--- config.mk ---
export PLATFORM = sky130hd
export DESIGN_NAME = bitserial_sub
export DESIGN_NICKNAME = d
export VERILOG_FILES = /design/src/rtl/serial_arith_pkg.sv /design/src/rtl/bitserial_sub_subbit.sv /design/src/rtl/bitserial_sub.sv
export SDC_FILE = /design/constraint.sdc
export NUM_CORES = 1
export LEC_CHECK = 0
export CAP_MARGIN = 20
export CORE_ASPECT_RATIO = 1.2
export CORE_MARGIN = 3
export CORE_UTILIZATION = 26
export DETAILED_ROUTE_END_ITERATION = 6
export PLACE_DENSITY = 0.48
export SLEW_MARGIN = 20
export SYNTH_ARGS = -nofsm -noshare
export SYNTH_HDL_FRONTEND = slang
export SYNTH_SLANG_ARGS = --single-unit
--- constraint.sdc ---
create_clock -name clk -period 1.5 [get_ports clk]
set_clock_uncertainty 0.1 [all_clocks]
set_input_delay 0.15 -clock clk [delete_from_list [all_inputs] [get_ports clk]]
set_output_delay 0.15 -clock clk [all_outputs]
set_load 0.005 [all_outputs]
--- src/rtl/serial_arith_pkg.sv ---
// Shared types and helpers for the bit-serial arithmetic units.
// Holds the sequencer state encoding and the 1-bit full-subtract equation.
package serial_arith_pkg;

  typedef enum logic [1:0] {
    IDLE = 2'd0,
    RUN  = 2'd1,
    DONE = 2'd2
  } state_e;

  // Result packed as {borrow_out, difference}.
  function automatic logic [1:0] full_sub(
    input logic x,
    input logic y,
    input logic bi
  );
    logic d;
    logic bo;
    d  = x ^ y ^ bi;
    bo = (~x & y) | (~(x ^ y) & bi);
    return {bo, d};
  endfunction

endpackage

--- src/rtl/bitserial_sub_subbit.sv ---
// Combinational 1-bit full subtractor cell.
// Port order follows the full-adder cell: (x, y, bi) -> (d, bo).
module subbit
  import serial_arith_pkg::*;
(
  input  logic x,
  input  logic y,
  input  logic bi,
  output logic d,
  output logic bo
);

  assign {bo, d} = full_sub(x, y, bi);

endmodule

--- src/rtl/bitserial_sub.sv ---
// Bit-serial subtractor: a - b - bin, LSB first, one bit per cycle.
// Accept, WIDTH shift cycles, then hold the result until it is taken.
module bitserial_sub
  import serial_arith_pkg::*;
#(
  parameter int WIDTH = 8
) (
  input  logic             clk,
  input  logic             rst_n,
  input  logic             in_valid,
  output logic             in_ready,
  input  logic [WIDTH-1:0] a,
  input  logic [WIDTH-1:0] b,
  input  logic             bin,
  output logic             out_valid,
  input  logic             out_ready,
  output logic [WIDTH-1:0] diff,
  output logic             bout
);

  localparam int CW = $clog2(WIDTH) + 1;
  localparam logic [CW-1:0] LAST = CW'(WIDTH - 1);

  state_e           state_q, state_d;
  logic [WIDTH-1:0] a_sr_q, a_sr_d;
  logic [WIDTH-1:0] b_sr_q, b_sr_d;
  logic [WIDTH-1:0] res_q, res_d;
  logic             brw_q, brw_d;
  logic             bout_q, bout_d;
  logic [CW-1:0]    cnt_q, cnt_d;

  logic cell_d;
  logic cell_bo;

  subbit u_cell (
    .x  (a_sr_q[0]),
    .y  (b_sr_q[0]),
    .bi (brw_q),
    .d  (cell_d),
    .bo (cell_bo)
  );

  always_comb begin
    state_d = state_q;
    a_sr_d  = a_sr_q;
    b_sr_d  = b_sr_q;
    res_d   = res_q;
    brw_d   = brw_q;
    bout_d  = bout_q;
    cnt_d   = cnt_q;
    unique case (state_q)
      IDLE: begin
        if (in_valid) begin
          a_sr_d  = a;
          b_sr_d  = b;
          brw_d   = bin;
          cnt_d   = '0;
          state_d = RUN;
        end
      end
      RUN: begin
        a_sr_d = a_sr_q >> 1;
        b_sr_d = b_sr_q >> 1;
        res_d  = (res_q >> 1) | (WIDTH'(cell_d) << (WIDTH - 1));
        brw_d  = cell_bo;
        // Published borrow only moves with the final bit.
        if (cnt_q == LAST) begin
          bout_d  = cell_bo;
          state_d = DONE;
        end else begin
          cnt_d = cnt_q + CW'(1);
        end
      end
      DONE: begin
        if (out_ready) begin
          state_d = IDLE;
        end
      end
      default: state_d = IDLE;
    endcase
  end

  always_ff @(posedge clk) begin
    if (!rst_n) begin
      state_q <= IDLE;
      a_sr_q  <= '0;
      b_sr_q  <= '0;
      res_q   <= '0;
      brw_q   <= 1'b0;
      bout_q  <= 1'b0;
      cnt_q   <= '0;
    end else begin
      state_q <= state_d;
      a_sr_q  <= a_sr_d;
      b_sr_q  <= b_sr_d;
      res_q   <= res_d;
      brw_q   <= brw_d;
      bout_q  <= bout_d;
      cnt_q   <= cnt_d;
    end
  end

  assign in_ready  = rst_n && (state_q == IDLE);
  assign out_valid = (state_q == DONE);
  assign diff      = res_q;
  assign bout      = bout_q;

endmodule

## Word level (Yosys, flattened, before mapping)

Index checks and enable logic that the tools add are counted.

- Bits in writable memories: 0
- Latch bits: 0
- ROM bits: 0
- Bits of input ports: 21
- Memories kept: 0
- Flip-flop bits (word level): 32

- Eq/ne operators: 7
- Magnitude comparators: 0
- Multiplexer cells: 13
- Divide/modulo/power cells: 0
- $add $sub $neg: 1
- Reduce and logical (&&, ||, !) cells: 7
- Shift-type cells: 0
- Multiply operators: 0
- Bitwise logic cells: 8

Operators with widths:

| cell | number |
|---|---|
| $pmux 8 s2 | 2 |
| $mux 8 | 2 |
| $mux 4 | 2 |
| $or 7x8->8 | 1 |
| $pmux 4 s2 | 1 |
| $mux 2 | 3 |
| $ne 2x2->1 const B | 3 |
| $pmux 2 s3 | 1 |
| $reduce_and 3->1 | 2 |
| $add 4x1->4 const B | 1 |
| $eq 4x3->1 const B | 1 |
| $reduce_and 2->1 | 2 |
| $and 1x1->1 | 2 |
| $eq 2x1->1 const B | 1 |
| $eq 2x2->1 const B | 1 |
| $logic_not 2->1 | 1 |
| $ne 2x1->1 const B | 1 |
| $not 1->1 | 2 |
| $pmux 1 s2 | 1 |
| $reduce_bool 2->1 | 1 |
| $xor 1x1->1 | 2 |
| $logic_and 1x1->1 | 1 |
| $mux 1 | 1 |
| $or 1x1->1 | 1 |

## Logic depth before layout (Yosys ltp)

Gate-level depths: netlist of run 1.

- Depth after elaboration: 5
- Depth in mapped cells: 5
- Mapped depth without buffers: 5

## Modules after synthesis

A second synthesis of run 1 with hierarchy kept.

- Cell total of the unflattened synthesis: 168
- Area, all modules: 1343.8 µm²

By module, submodules not included:

| module | cells each | instances | area an instance (µm²) | sequential area each (µm²) |
|---|---|---|---|---|
| bitserial_sub | 164 | 1 | 1312.5 | 640.6 |
| subbit | 4 | 1 | 31.3 | 0.0 |

## Least setup slack after synthesis of run 1

OpenSTA, ideal clock, no wires.

- Path kind: reg2reg
- From: reg b_sr_q[0]
- To: reg brw_q
- Setup slack: 0.105 ns
- Library setup time: 0.086 ns
- Stages on the path, launching flop included: 6
- Required time: 1.314 ns
- Path buffers: 0
- Arrival time: 1.210 ns
- Clock period less this slack: 1.395 ns
- Cells stage by stage: dfxtp_1 -> inv_1 -> fa_1 -> nor3b_1 -> a211oi_1 -> a211oi_1

- Longest elaborated chain between the ends: 5

RTL lines:

| item | RTL line | source |
|---|---|---|
| start, declared | bitserial_sub.sv:26 | `logic [WIDTH-1:0] b_sr_q, b_sr_d;` |
| start signal, assigned | bitserial_sub.sv:95 | `b_sr_q <= b_sr_d;` |
| $xor 1x1->1 | serial_arith_pkg.sv:20 | `bo = (~x & y) \| (~(x ^ y) & bi);` |
| $not 1->1 | serial_arith_pkg.sv:20 |  |
| $and 1x1->1 | serial_arith_pkg.sv:20 |  |
| $or 1x1->1 (*) | serial_arith_pkg.sv:20 |  |
| $pmux 1 s2 (*) | bitserial_sub.sv:51 | `unique case (state_q)` |
| end signal, assigned | bitserial_sub.sv:97 | `brw_q <= brw_d;` |
| end, declared | bitserial_sub.sv:28 | `logic brw_q, brw_d;` |

Mark *: on every way between the ends. The rest lies on a longest branch, timed or not.
A chain may end at the register's enable or synchronous reset.

## Final worst setup path of run 1

- From: reg cnt_q[0]
- To: reg cnt_q[3]

- Longest elaborated chain between the ends: 3

RTL lines:

| item | RTL line | source |
|---|---|---|
| start, declared | bitserial_sub.sv:30 | `logic [CW-1:0] cnt_q, cnt_d;` |
| start signal, assigned | bitserial_sub.sv:99 | `cnt_q <= cnt_d;` |
| $add 4x1->4 or $eq 4x3->1 (tied branches) | bitserial_sub.sv:71, bitserial_sub.sv:67 |  |
| $mux 4 or $ne 2x2->1 (tied branches) | -- |  |
| $pmux 4 s2 or $reduce_and 3->1 (tied branches) | -- |  |

Several ways; a longest one is shown, not always the timed one. The select of a mux whose other input is x is not followed.

==> results.md, run 1 <==
Pwr:
- The leakage power of the design is 0.738 nW.
- The power density over the cells is 943 mW/mm².
- IR analysis of the VDD net gives a maximum drop of 0.000326 V.

Synthesis:
- The number of enable-type register cells in the synthesized netlist is 0.
- The count of mapped cells out of synthesis is 167.
- The number of flip-flops and latches in the synthesized netlist is 32.
- The share of the Yosys chip area taken by registers is 0.463.
- Among all flip-flop cells after synthesis, the most frequent one is sky130_fd_sc_hd__dfxtp_1.
- The average cell area after synthesis is 8.29 µm².
- The number of different library cells used by synthesis comes to 31.
- The synthesized area is 0.00139 mm².
- During synthesis, Yosys emitted a total of 0 warnings.
- The number of nets handed over by synthesis was 190.
- The proportion of register bits with asynchronous set or reset after synthesis is 0.

STA:
- For this run, the top clock speed supported by timing is 701 MHz.
- The setup violation total in the final timing report is 0.
- In the finished design, the share of the clock period the worst path needs comes to 0.951.
- The number of pins exceeding their max-slew limit in the final report is 0.
- The clock period minus worst slack is 1.43 ns.
- At the pin with the least slew margin, the transition time is 0.464 ns.
- The hold violation total from the final report is 0.
- In this run the tightest slew margin relative to its limit is 0.690.
- The summed negative setup slack over all endpoints is 0 ns.

Route:
- The pre-antenna-repair detailed-routing pass consisted of 4 iterations.
- The total length of routed wires is 3250 µm.
- The detailed router placed 1,267 vias in this run.
- The number of DRC violations after detailed routing is 0.
- Dividing the detail-routed via count by the number of cells gives 4.80.
- The average wire per cell in the routed design is 12.3 µm.
- The remaining antenna violation count is 0.
- The detailed router finished its first iteration with 81 violations.

Layout:
- The final instance area is 0.00190 mm².
- Fill cells in the final layout number 553.
- At the end of the flow, the number of nets in the layout was 227.
- The total inserted antenna cells is 0.
- The sequential cells in the finished layout cover a total of 647 µm².
- Of the cells placed in the final design, the portion with a size suffix greater than 1 is 0.118.
- In the final layout, the multi-input gates occupy 671 µm².
- The area growth from synthesis to layout is 37.2%.

Setup path:
- STA classifies the critical path startpoint as a flop.
- The kind of cell adding the most delay to the critical path is simple AND/OR/NAND/NOR gates.
- STA puts the critical path data required time at 1.58 ns.
- The critical path is of the flop to flop type.
- The biggest fanout along the worst timing path is 5.
- Walking the worst path, the cells encountered are ha_2, and4b_1, nand2b_1, o32ai_1.
- The worst setup path is captured at a flop.
- The delay contributed by the slowest stage of the critical path is 0.33 ns.
- The number of buffers and inverters on the critical path is 0.
- The cell at the slowest stage of the critical path is sky130_fd_sc_hd__dfxtp_1.
- At the worst endpoint, the arrival time is 1.51 ns.

Placed design:
- After detailed placement, the total cell area comes to 0.00180 mm².
- The final weighted congestion of routability-driven global placement is 0.729.
- After legalization and detailed placement, the total HPWL measured 2290 µm.
- Port buffering added 31 buffers.

Clocking:
- After clock tree synthesis, the clock-pin slew on the worst setup and hold paths is 0.06 ns.
- The clock insertion delay at the later pin of the skew report is 0.28 ns.
- TritonCTS built the clock tree.
- The TritonCTS buffer count is 5.
- Once the clock tree was built, the setup fixing pass inserted 0 buffers.
- Clock tree synthesis found a total of 32 sinks.
- The cell at the root of the clock tree is sky130_fd_sc_hd__clkbuf_8.
- The clock tree synthesis step divided the H-tree into 2 levels.
- The number of buffers on the longest clock path is 2.

Global route:
- The number of global-route vias before repair is 1,212.
- The initial antenna violation count was 0.
- The global-route wire length before repair is 5520 µm.
- The total global routing track utilization is 0.113.
- The pin count of the biggest net entering global routing is 31.
- The global-route congestion overflow total is 0.

Die:
- The height of the die is 86.0 µm.
- The floorplan step set the die width to 72.6 µm.
- The die covers 0.00624 mm².
- The core region is 0.00504 mm².
- The initial utilization of the core area, before any placement, comes to 0.275.
- The count of pins on the block boundary is 32.
- The number of core rows is 28.

Job:
- The reported max-cap violation count is 0.

Status:
- The run finished with clean final reports.

Min path:
- The path category of the worst min-delay check is input port to flop.
==> where the power goes <==
part	internal, mW	switching, mW	leakage [nW]
registers	0.896	0.0287	0.264
logic	0.141	0.124	0.433
clock network	0.315	0.287	0.0410
total	1.35	0.439	0.738
==> state kept, by name, summed over array words and instances, names as in the netlist <==
register,count
b_sr_q,8
brw_q,1
diff,8
bout,1
a_sr_q,8
state_q,2
cnt_q,4
==> Yosys cell counts (2+ instances only) <==
library cell	instances	area share
sky130_fd_sc_hd__nor2_1	19	0.051
sky130_fd_sc_hd__nand2_1	45	0.12
sky130_fd_sc_hd__buf_4	5	0.027
sky130_fd_sc_hd__o21ai_0	3	0.011
sky130_fd_sc_hd__or3_1	2	0.0090
sky130_fd_sc_hd__inv_1	3	0.0081
sky130_fd_sc_hd__a311oi_1	14	0.089
sky130_fd_sc_hd__a32oi_1	2	0.013
sky130_fd_sc_hd__a211oi_1	4	0.022
sky130_fd_sc_hd__dfxtp_1	32	0.46
sky130_fd_sc_hd__nand2b_1	2	0.0090
sky130_fd_sc_hd__nor2b_1	2	0.0090
sky130_fd_sc_hd__nand3_1	2	0.0072
sky130_fd_sc_hd__buf_2	3	0.011
sky130_fd_sc_hd__clkbuf_1	3	0.0081
sky130_fd_sc_hd__a21oi_1	11	0.040
==> cells in the final DEF, fill, tap and decap left out, drive strengths merged, types with 2 or more instances in the layout <==
master / synthesis / final
nor2b: 2 / 2
nand2: 45 / 45
a32oi: 2 / 2
clkdlybuf4s50: 0 / 29
nand2b: 2 / 2
clkbuf: 3 / 6
a311oi: 14 / 14
or3: 2 / 2
inv: 3 / 3
dfxtp: 32 / 32
a211oi: 4 / 4
buf: 9 / 11
o21ai: 3 / 3
nor2: 19 / 19
a21oi: 11 / 11
nand3: 2 / 2
==> final timing paths <==
| path | start | endpoint | slack, ns | depth (start not counted) |
|---|---|---|---|---|
| setup reg to reg | cnt_q[0]$_SDFFE_PN0P_ | cnt_q[3]$_SDFFE_PN0P_ | 0.07 | 4 |
| setup / recovery | cnt_q[0]$_SDFFE_PN0P_ | cnt_q[3]$_SDFFE_PN0P_ | 0.07 | 4 |
| hold / removal | b[0] | b_sr_q[0]$_SDFFE_PN0P_ | 0.34 | 3 |
| hold reg to reg | diff[4]$_SDFFE_PN0P_ | diff[4]$_SDFFE_PN0P_ | 0.37 | 2 |
==> repair_timing <==
| action | 4_1_cts | 5_1_grt |
|---|---|---|
| setup endpoints to repair | 17 | 18 |
| hold buffers | 0 | 0 |
| pin swaps | 0 | 1 |
| gates resized for setup | 3 | 7 |
==> worst reg2reg max path: cells and delay by family (launching register included) <==
kind / cells / cell delay, ns
AOI/OAI and AO/OA: 1 / 0.26
adders and majority gates: 1 / 0.22
DFF: 1 / 0.33
and+or+nand+nor: 2 / 0.43
==> logic make-up (layout without fill, tap and decap cells) <==
| group | count (synthesis) | count (layout) | share of synthesized area |
|---|---|---|---|
| buffers and inverters | 15 | 52 | 0.0623 |
| adders and majority gates | 2 | 2 | 0.0235 |
| and+or+nand+nor | 78 | 78 | 0.241 |
| AOI/OAI and AO/OA | 40 | 40 | 0.210 |
| DFF | 32 | 32 | 0.463 |
==> layout make-up <==
class,instances,area share
Timing Repair Buffer,42,0.221
Inverter,3,0.00592
Sequential cell,32,0.340
Clock inverter,1,0.00263
Clock buffer,6,0.0382
Tap cell,60,0.0395
Multi-Input combinational cell,120,0.353
==> metrics by stage <==
step           setup WS (ns)   util  instances  total power [mW]  hold slack, ns
2_1_floorplan          0.105      -        167              1.08           0.168
3_3_place_gp         -0.0661  0.357        257              1.20           0.346
3_5_place_dp         -0.0989  0.357        257              1.21           0.366
4_1_cts               -0.106  0.373        264              1.83           0.335
5_1_grt             -0.00533  0.377        264              1.89           0.330
6_report              0.0731  0.377        264              1.79           0.342
==> routing by layer <==
layer  wire length [µm]  part of all wire  GRT usage
met3                130             0.040     0.0328
met4                 56             0.017     0.0554
met5                  0                 0          0
met1               1480              0.45      0.136
met2               1590              0.49      0.181
Note: power is estimated with default switching activity, not from simulation.
==> run 2: changes to the inputs <==
- MAX_ROUTING_LAYER: not set -> met4
==> run 2 against run 1 <==
Largest power group unchanged. Critical path depth unchanged. Sequential share of layout area unchanged. Register-to-register slack about the same. Global-route usage increased by 0.32 points.
==> results.md, run 2 (same netlist as run 1, synthesis figures left out) <==
Layout:
- Leaving out fill and tap cells, the most frequent cells in the layout are sky130_fd_sc_hd__nand2_1, sky130_fd_sc_hd__dfxtp_1, sky130_fd_sc_hd__clkdlybuf4s50_1, sky130_fd_sc_hd__nor2_1, sky130_fd_sc_hd__a311oi_1.
- The number of antenna diodes in the final layout is 0.
- Compared with the post-synthesis result, the final layout area differs by 37.2%.
- The most frequent standard cell in the layout excluding fill and tap cells is sky130_fd_sc_hd__nand2_1.
- In the final design database the tool counted 227 nets.
- The share of post-route cells with drive strength above 1 is 0.118.
- Summing all non-filler instances in the final layout gives an area of 0.00190 mm².

Die:
- The core box area is 0.00504 mm².
- The die footprint is 0.00624 mm².
- The floorplan has 28 rows.
- The count of pins on the block boundary is 32.
- The starting density of the core is 0.275.
- The height of the die is 86.0 µm.
- The floorplan step set the die width to 72.6 µm.

Global route:
- Entering global routing, the biggest net connects 31 pins.
- The global-route wire length before repair is 5530 µm.
- The global-route congestion overflow total is 0.
- The number of global-route vias before repair is 1,206.
- The initial antenna violation count was 0.
- The total global routing track utilization is 0.116.

STA:
- Setup total negative slack on the finished layout was measured at 0 ns.
- The headroom to the max-slew limit is 0.682.
- Setup violations remaining at the end of the flow were counted as 0.
- The number of pins exceeding their max-slew limit in the final report came to 0.
- Derived from the worst setup path, the maximum achievable clock frequency is 699 MHz.
- The worst path needs 1.43 ns of the cycle, external delays included.
- The minimum hold slack is 0.340 ns.
- The post-route fraction of the period consumed by the critical path is 0.953.
- The hold violation total from the final report is 0.
- The worst-margin pin slew is 0.477 ns.

Setup path:
- The biggest fanout along the worst timing path is 5.
- The type of the setup path with the least slack is flop to flop.
- Data arrives at the worst endpoint at 1.51 ns.
- The number of buffers and inverters on the critical path is 0.
- The kind of cell adding the most delay to the critical path is simple AND/OR/NAND/NOR gates.
- The critical path starts at cnt_q[0]$_SDFFE_PN0P_.
- The worst setup path is captured at a flop.
- In this run the critical register-to-register path is captured at cnt_q[3]$_SDFFE_PN0P_.
- The end of the critical path is cnt_q[3]$_SDFFE_PN0P_.
- In this design, the stage delay of the slowest critical-path cell is 0.33 ns.
- The number of cells traversed by the worst register-to-register path is 4.
- The register-to-register setup slack is 0.07 ns.
- The critical path crosses 4 cells after its start point.
- The startpoint class of the critical path is a flop.
- The cell at the slowest stage of the critical path is sky130_fd_sc_hd__dfxtp_1.
- The critical path goes through ha_2, and4b_1, nand2b_1, o32ai_1.
- The data required time of the worst path is 1.58 ns.
- The origin of the critical flop-to-flop path is cnt_q[0]$_SDFFE_PN0P_.

Clocking:
- The number of clock buffers added by TritonCTS is 5.
- In this run, post-CTS hold repair placed 0 buffers.
- The number of H-tree branching levels is 2.
- After clock tree synthesis, the clock-pin slew on the worst setup and hold paths is 0.06 ns.
- The tree is rooted in a sky130_fd_sc_hd__clkbuf_8.
- The CTS tree is built.
- The number of clock sinks seen by CTS is 32.
- The number of buffers on the longest clock path is 2.
- The later pin in the worst-skew pair is clocked with a latency of 0.28 ns.
- The post-CTS setup-driven buffer insertion count is 0.

Placed design:
- The wire-length estimate of the detail-placed layout is 2290 µm.
- The count of buffers from port buffering is 31.
- Summing all placed instances gives a cell area of 0.00180 mm².
- Routability-driven placement finished with a final weighted congestion of 0.738.

Min path:
- The tightest min-delay check is of the input port to flop type.
- The number of cells traversed by the worst hold path is 3.

Job:
- Max-cap violations in this run came to 0.

Route:
- The count of routing violations after the opening detailed-route iteration is 84.
- After detailed routing, the average wire length per cell comes to 12.3 µm.
- In this run the remaining antenna-violating nets after routing total 0.
- After detailed routing, the number of remaining DRC violations is 0.
- The routed layout has 1,266 vias.
- The post-detailed-route via-to-cell ratio is 4.80.
- The total length of routed wires is 3260 µm.
- The number of search-and-repair iterations in the first detailed-routing pass is 4.

Pwr:
- The leakage power of the design is 0.738 nW.
- The power density over the cells is 944 mW/mm².
- The peak ir drop on the vdd network is 0.000328 V.

Status:
- The run finished with clean final reports.
## run 2: cell counts in the layout (fill, tap and decap cells not counted)
No cell type changed its count.
## run 2: final cells by class
| class | instances | area (µm²) |
|---|---|---|
| Tap cell | 60 | 75.1 |
| Clock buffer | 6 | 72.6 |
| Fill cell | 553 | 3140 |
| Inverter | 3 | 11.3 |
| Clock inverter | 1 | 5.00 |
| Timing Repair Buffer | 42 | 419 |
| Multi-Input combinational cell | 120 | 671 |
| Sequential cell | 32 | 647 |
## run 2: timing repair
action | in CTS | in global routing
gates resized for setup | 3 | 7
setup endpoints to repair | 17 | 18
pin swaps | 0 | 1
## run 2: worst min-delay path, delay by kind of cell
kind	cells	cell delay, ns
buffers and inverters	1	0.40
and+or+nand+nor	1	0.06
AOI/OAI and AO/OA	1	0.08
## run 2: how the worst min path moves through the flow
stage,endpoint,slack [ns],startpoint
finish,b_sr_q[0]$_SDFFE_PN0P_,0.34,b[0]
global route,b_sr_q[0]$_SDFFE_PN0P_,0.33,b[0]
CTS,a_sr_q[4]$_SDFFE_PN0P_,0.33,a[4]
detailed placement,diff[3]$_SDFFE_PN0P_,0.37,diff[3]$_SDFFE_PN0P_
global placement,diff[0]$_SDFFE_PN0P_,0.35,diff[0]$_SDFFE_PN0P_
floorplan,state_q[1]$_SDFFE_PN0P_,0.17,rst_n
## run 2: per-stage QoR
step | util | total power, mW | worst slack [ns] | instances
2_1_floorplan | - | 1.08 | 0.105 | 167
3_3_place_gp | 0.357 | 1.20 | -0.0661 | 257
3_5_place_dp | 0.357 | 1.21 | -0.0989 | 257
4_1_cts | 0.373 | 1.83 | -0.106 | 264
5_1_grt | 0.377 | 1.89 | -0.00533 | 264
6_report | 0.377 | 1.79 | 0.0702 | 264
## run 2: report_power, final
part,switching [mW],internal (mW)
Combinational,0.124,0.141
Sequential,0.0286,0.896
Clock,0.290,0.315
Total,0.442,1.35
## run 2: metal layers
metal	up-vias	wire length (µm)	track usage
li1	652	-	-
met1	585	1460	0.137
met2	24	1600	0.180
met3	5	124	0.0328
met4	0	68	0.0554
met5	-	0	-
==> edit 1, RTL diff (settings of run 2) <==
Re-encode `state_e` (3 states) as one-hot, 3 bits wide.
--- a/src/rtl/serial_arith_pkg.sv
+++ b/src/rtl/serial_arith_pkg.sv
@@ -2,10 +2,10 @@
 // Holds the sequencer state encoding and the 1-bit full-subtract equation.
 package serial_arith_pkg;
 
-  typedef enum logic [1:0] {
-    IDLE = 2'd0,
-    RUN  = 2'd1,
-    DONE = 2'd2
+  typedef enum logic [2:0] {
+    IDLE = 3'b001,
+    RUN  = 3'b010,
+    DONE = 3'b100
   } state_e;
 
   // Result packed as {borrow_out, difference}.
Behaviour: no difference found for any inputs over 10 cycles, from zero or initial values and one cycle with rst_n low; not proved beyond that.
==> edit 1 against run 2 <==
The flow now finishes with violations (negative setup slack). Via count grew 7.6%. Power grew 22%. Hold slack lost 0.022 ns. Core utilization grew 3.9 points. Routed wire length grew 19%. Setup slack lost 0.086 ns. Final area grew 17%. Area after synthesis grew 6.4%. Sequential cell count grew 1. Non-clock buffer count grew 14. Critical endpoint is now cnt_q[2]. Highest routed layer unchanged.
==> edit 1: results (changes against run 2) <==
[outcome]
outcome = finished with violations
violations = negative setup slack

[sta]
slew_headroom_pct = 77.1  ; +9.0 points
setup-violations-final = 3  ; +3
timing.final.ws_setup_ns = -0.0157  ; -0.0859 ns
tns_ns = -0.0304  ; -0.0304 ns
fmax_mhz = 660  ; -5.7%

[critical_path]
crit_family = buffers and inverters
arrival_ns = 1.60  ; +0.09 ns
crit_top_cell = buf_6
cp_slowest_cell = dfxtp_4
crit_path_max_fanout = 10  ; +5
max_stage_delay_ns = 0.37  ; +0.04 ns

[drt]
dr.pass1.iters = 4  ; unchanged
avgViaCountPerCell = 4.80  ; about the same
dr.first_iter.drc_count = 42  ; -50%
drt-total-wl_um = 3890  ; +19%
wl_per_cell_um = 13.7  ; +11%

[synthesis]
synthXorXnorAreaFrac_pct = 0  ; unchanged
yosysWarningCount = 0  ; unchanged
yosys.area_share.adder_pct = 2.21  ; -0.14 points
yosys-top-cells-area = dfxtp_1 45%, nand2_1 12%, o31ai_1 5.1%
synth_nets = 195  ; +2.6%
synthMuxAreaShare_pct = 3.06  ; +3.1 points
synth-compound-area-share_pct = 20.5  ; -0.50 points
ys_seq_area_share_pct = 44.8  ; -1.4 points
synthDistinctLibCells = 38  ; +23%
yosys-top-cells-count = 47 x nand2_1, 33 x dfxtp_1, 11 x a31oi_1
synth_flop_cell = dfxtp_1
avgSynthCellArea_um2 = 8.57  ; +3.3%

[global_routing]
grt_use_met2_pct = 18.8  ; +0.80 points
grt_pass1_wl_um = 6180  ; +12%
grt_overflow_total = 0  ; unchanged
grt.total_usage_pct = 12.8  ; +1.2 points
use_met1_pct = 16.2  ; +2.5 points
met3_usage_pct = 4.20  ; +0.92 points
grt_antenna_before_repair = 0  ; unchanged
grt_max_degree = 18  ; -42%
grt_pass1_vias = 1294  ; +7.3%

[placement]
dp_hpwl_um = 2520  ; +10%
placed_area_um2 = 1950  ; +7.9%
portBuffers = 31  ; unchanged
place.gp.congestion = 0.702  ; -4.9%
dp_cells = 271  ; +5.4%

[cts]
htreeDepth = 2  ; unchanged
path_clk_slew_ns = 0.07
cts_made_buffers = 5  ; unchanged
cts_buffer_depth = 2  ; unchanged

[layout]
fillers = 549  ; -0.72%
drive_gt1_share_pct = 25.7  ; +14 points
num_antenna_cells = 0  ; unchanged
nets = 244  ; +7.5%

[min_path]
hp-class = in2reg

[power]
intPower_uw = 1670  ; +23%
p_leak_uw = 0.000849  ; +15%
vdd_drop_max_uv = 398  ; +21%

edit 1: cell types whose count changed in the layout (fill, tap and decap cells not counted), moves of 3 or more:
cell / delta
nor2_1: -15
a311oi_1: -13
a31oi_1: +9
o31ai_1: +8
buf_4: +7
buf_6: +7
nor3_1: +5
a211oi_1: -4
a21oi_1: -4
a311oi_2: +4
mux2i_1: +3
o21ai_0: -3
edit 1: layout make-up:
type	count	share of cell area, %
multi-input combinational	121	36.5
sequential	33	29.9
timing repair buffer	56	24.2
clock buffer	7	3.87
tap	62	3.48
clock inverter	1	1.35
inverter	4	0.673
edit 1: routing by layer:
| layer | vias to the layer above | wire length, um |
|---|---|---|
| met3 | 5 | 164 |
| li1 | 713 | - |
| met5 | - | 0 |
| met1 | 621 | 1860 |
| met2 | 23 | 1810 |
| met4 | 0 | 46 |
edit 1: repair_timing:
action                                  in CTS  in global routing
pin swaps                                    4                  6
endpoints found under the setup margin      26                 26
gates resized for setup                     17                 24
buffers inserted                             3                  3
edit 1: kinds of logic (layout without fill, tap and decap cells):
kind of cell,count (synthesis),in the layout
AO/OA/AOI/OAI,42,42
adder cells (fa/ha/maj),2,2
buffers and inverters,18,68
flip-flops,33,33
multiplexers,4,4
AND/OR/NAND/NOR,73,73
edit 1: worst reg2reg max path: cells and delay by family (launching register included):
family | cells | cell delay (ns)
simple gates | 1 | 0.14
compound gates | 2 | 0.40
flops | 1 | 0.37
buf+inv | 3 | 0.41
edit 1: final timing paths:
kind | startpoint | to | slack, ns | cells after the start
worst min-delay path | a[3] | a_sr_q[3] | 0.32 | 3
worst min register to register | diff[0] | diff[0] | 0.36 | 2
worst max register to register | state_q[1] | cnt_q[2] | -0.02 | 6
worst max-delay path | state_q[1] | cnt_q[2] | -0.02 | 6
edit 1: per-stage QoR:
step                hold slack [ns]  worst slack, ns  util [%]
finish                        0.318          -0.0157      41.5
global route                  0.329          -0.0886      41.5
CTS                           0.316          -0.0633      39.6
detailed placement            0.357           -0.368      36.2
global placement              0.349           -0.395      36.2
floorplan                     0.197           0.0362         -
edit 1: power groups by stage:
stage	Combinational (uW)	Sequential, uW	Clock, uW
finish	349	958	886
global route	385	965	940
CTS	319	957	909
detailed placement	292	976	0
global placement	292	976	0
floorplan	156	970	0
==> edit 2, RTL diff (settings of run 2) <==
Made on the original files. Change the parameter `WIDTH` from 8 to 4.
--- a/src/rtl/bitserial_sub.sv
+++ b/src/rtl/bitserial_sub.sv
@@ -3,7 +3,7 @@
 module bitserial_sub
   import serial_arith_pkg::*;
 #(
-  parameter int WIDTH = 8
+  parameter int WIDTH = 4
 ) (
   input  logic             clk,
   input  logic             rst_n,
Ports: changed (resized a, b and diff); port bits go from 32 to 20. No check against the original RTL was run, so the function may have changed too.
==> edit 2 against run 2 <==
The run now ends with negative setup slack left. Power decreased by 43%. Routed wire length decreased by 39%. First-iteration DRC count decreased by 90%. Sequential cell count decreased by 13. Core utilization increased by 3.5 points. Final area decreased by 31%. Setup slack got worse by 0.11 ns. Hold slack improved by 0.018 ns. Largest power group unchanged. Area after synthesis decreased by 35%.
==> edit 2: results (changes against run 2) <==
[outcome]
outcome = finished with violations
violations = negative setup slack

[synthesis]
synthMuxAreaShare_pct = 11.0  ; +11 points
yosys-top-cells-count = 19 x dfxtp_1, 14 x nor2_1, 10 x mux2i_1
synth_nets = 111  ; -42%
synthCells = 95  ; -43%
synth-compound-area-share_pct = 16.9  ; -4.2 points
synthDistinctLibCells = 28  ; -9.7%
yosys-top-cells-area = dfxtp_1 42%, mux2i_1 11%, nor2_1 5.8%

[cts]
cts_made_buffers = 3  ; -2
htreeDepth = 1  ; -1
path_clk_slew_ns = 0.11  ; +0.05 ns
cts_root_buf = clkbuf_4

[drt]
drt-total-wl_um = 1980  ; -39%
wl_met3_um = 73  ; -41%
met2_length_um = 980  ; -39%
drt-met1-wl_um = 904  ; -38%
avgViaCountPerCell = 4.73  ; -1.4%
dr.first_iter.drc_count = 8  ; -90%

[critical_path]
crit_path_max_fanout = 4  ; -1
cp_slowest_cell = dfxtp_4
max_stage_delay_ns = 0.38  ; +0.05 ns
arrival_ns = 1.67  ; +0.16 ns

[global_routing]
grt_max_degree = 18  ; -42%
grt_pass1_wl_um = 3280  ; -41%
met3_usage_pct = 1.64  ; -1.6 points
grt_pass1_vias = 757  ; -37%
grt_use_met2_pct = 16.8  ; -1.2 points
use_met1_pct = 11.7  ; -2.0 points

[placement]
dp_hpwl_um = 1470  ; -36%
place.gp.congestion = 0.682  ; -7.6%
dp_slack_ns = -0.0724  ; +0.0265 ns
placed_area_um2 = 1170  ; -35%
dp_cells = 154  ; -40%
portBuffers = 19  ; -39%

[sta]
setup-violations-final = 1  ; +1
slew_headroom_pct = 59.7  ; -8.4 points
tns_ns = -0.0441  ; -0.0441 ns
timing.final.ws_setup_ns = -0.0441  ; -0.114 ns

[power]
pg_comb_uw = 214  ; -19%
vdd_drop_max_uv = 359  ; +9.5%
seq_power_uw = 553  ; -40%
p_leak_uw = 0.000501  ; -32%
intPower_uw = 753  ; -44%

[layout]
instances_no_fill = 162  ; -39%
nets = 143  ; -37%
fillers = 333  ; -40%

## edit 2: final timing paths
| check | end | from | depth (start not counted) | slack (ns) |
|---|---|---|---|---|
| worst min-delay path | a_sr_q[3] | a[3] | 3 | 0.36 |
| worst max-delay path | cnt_q[2] | cnt_q[0] | 5 | -0.04 |
| worst min register to register | a_sr_q[3] | a_sr_q[3] | 2 | 0.40 |
| worst max register to register | cnt_q[2] | cnt_q[0] | 5 | -0.04 |
## edit 2: final cells by class
class	count	area, um2	share of cell area (%)
multi-input combinational	64	532	40.4
sequential	19	393	29.8
timing repair buffer	34	300	22.8
tap	36	45.0	3.42
clock buffer	3	22.5	1.71
inverter	5	18.8	1.43
clock inverter	1	5.00	0.380
## edit 2: what timing repair did
item | in CTS | in global routing
hold endpoints to repair | 0 | 0
buffers inserted | 3 | 2
pin swaps | 0 | 6
hold buffers | 0 | 0
endpoints found under the setup margin | 3 | 14
resized for setup | 10 | 15
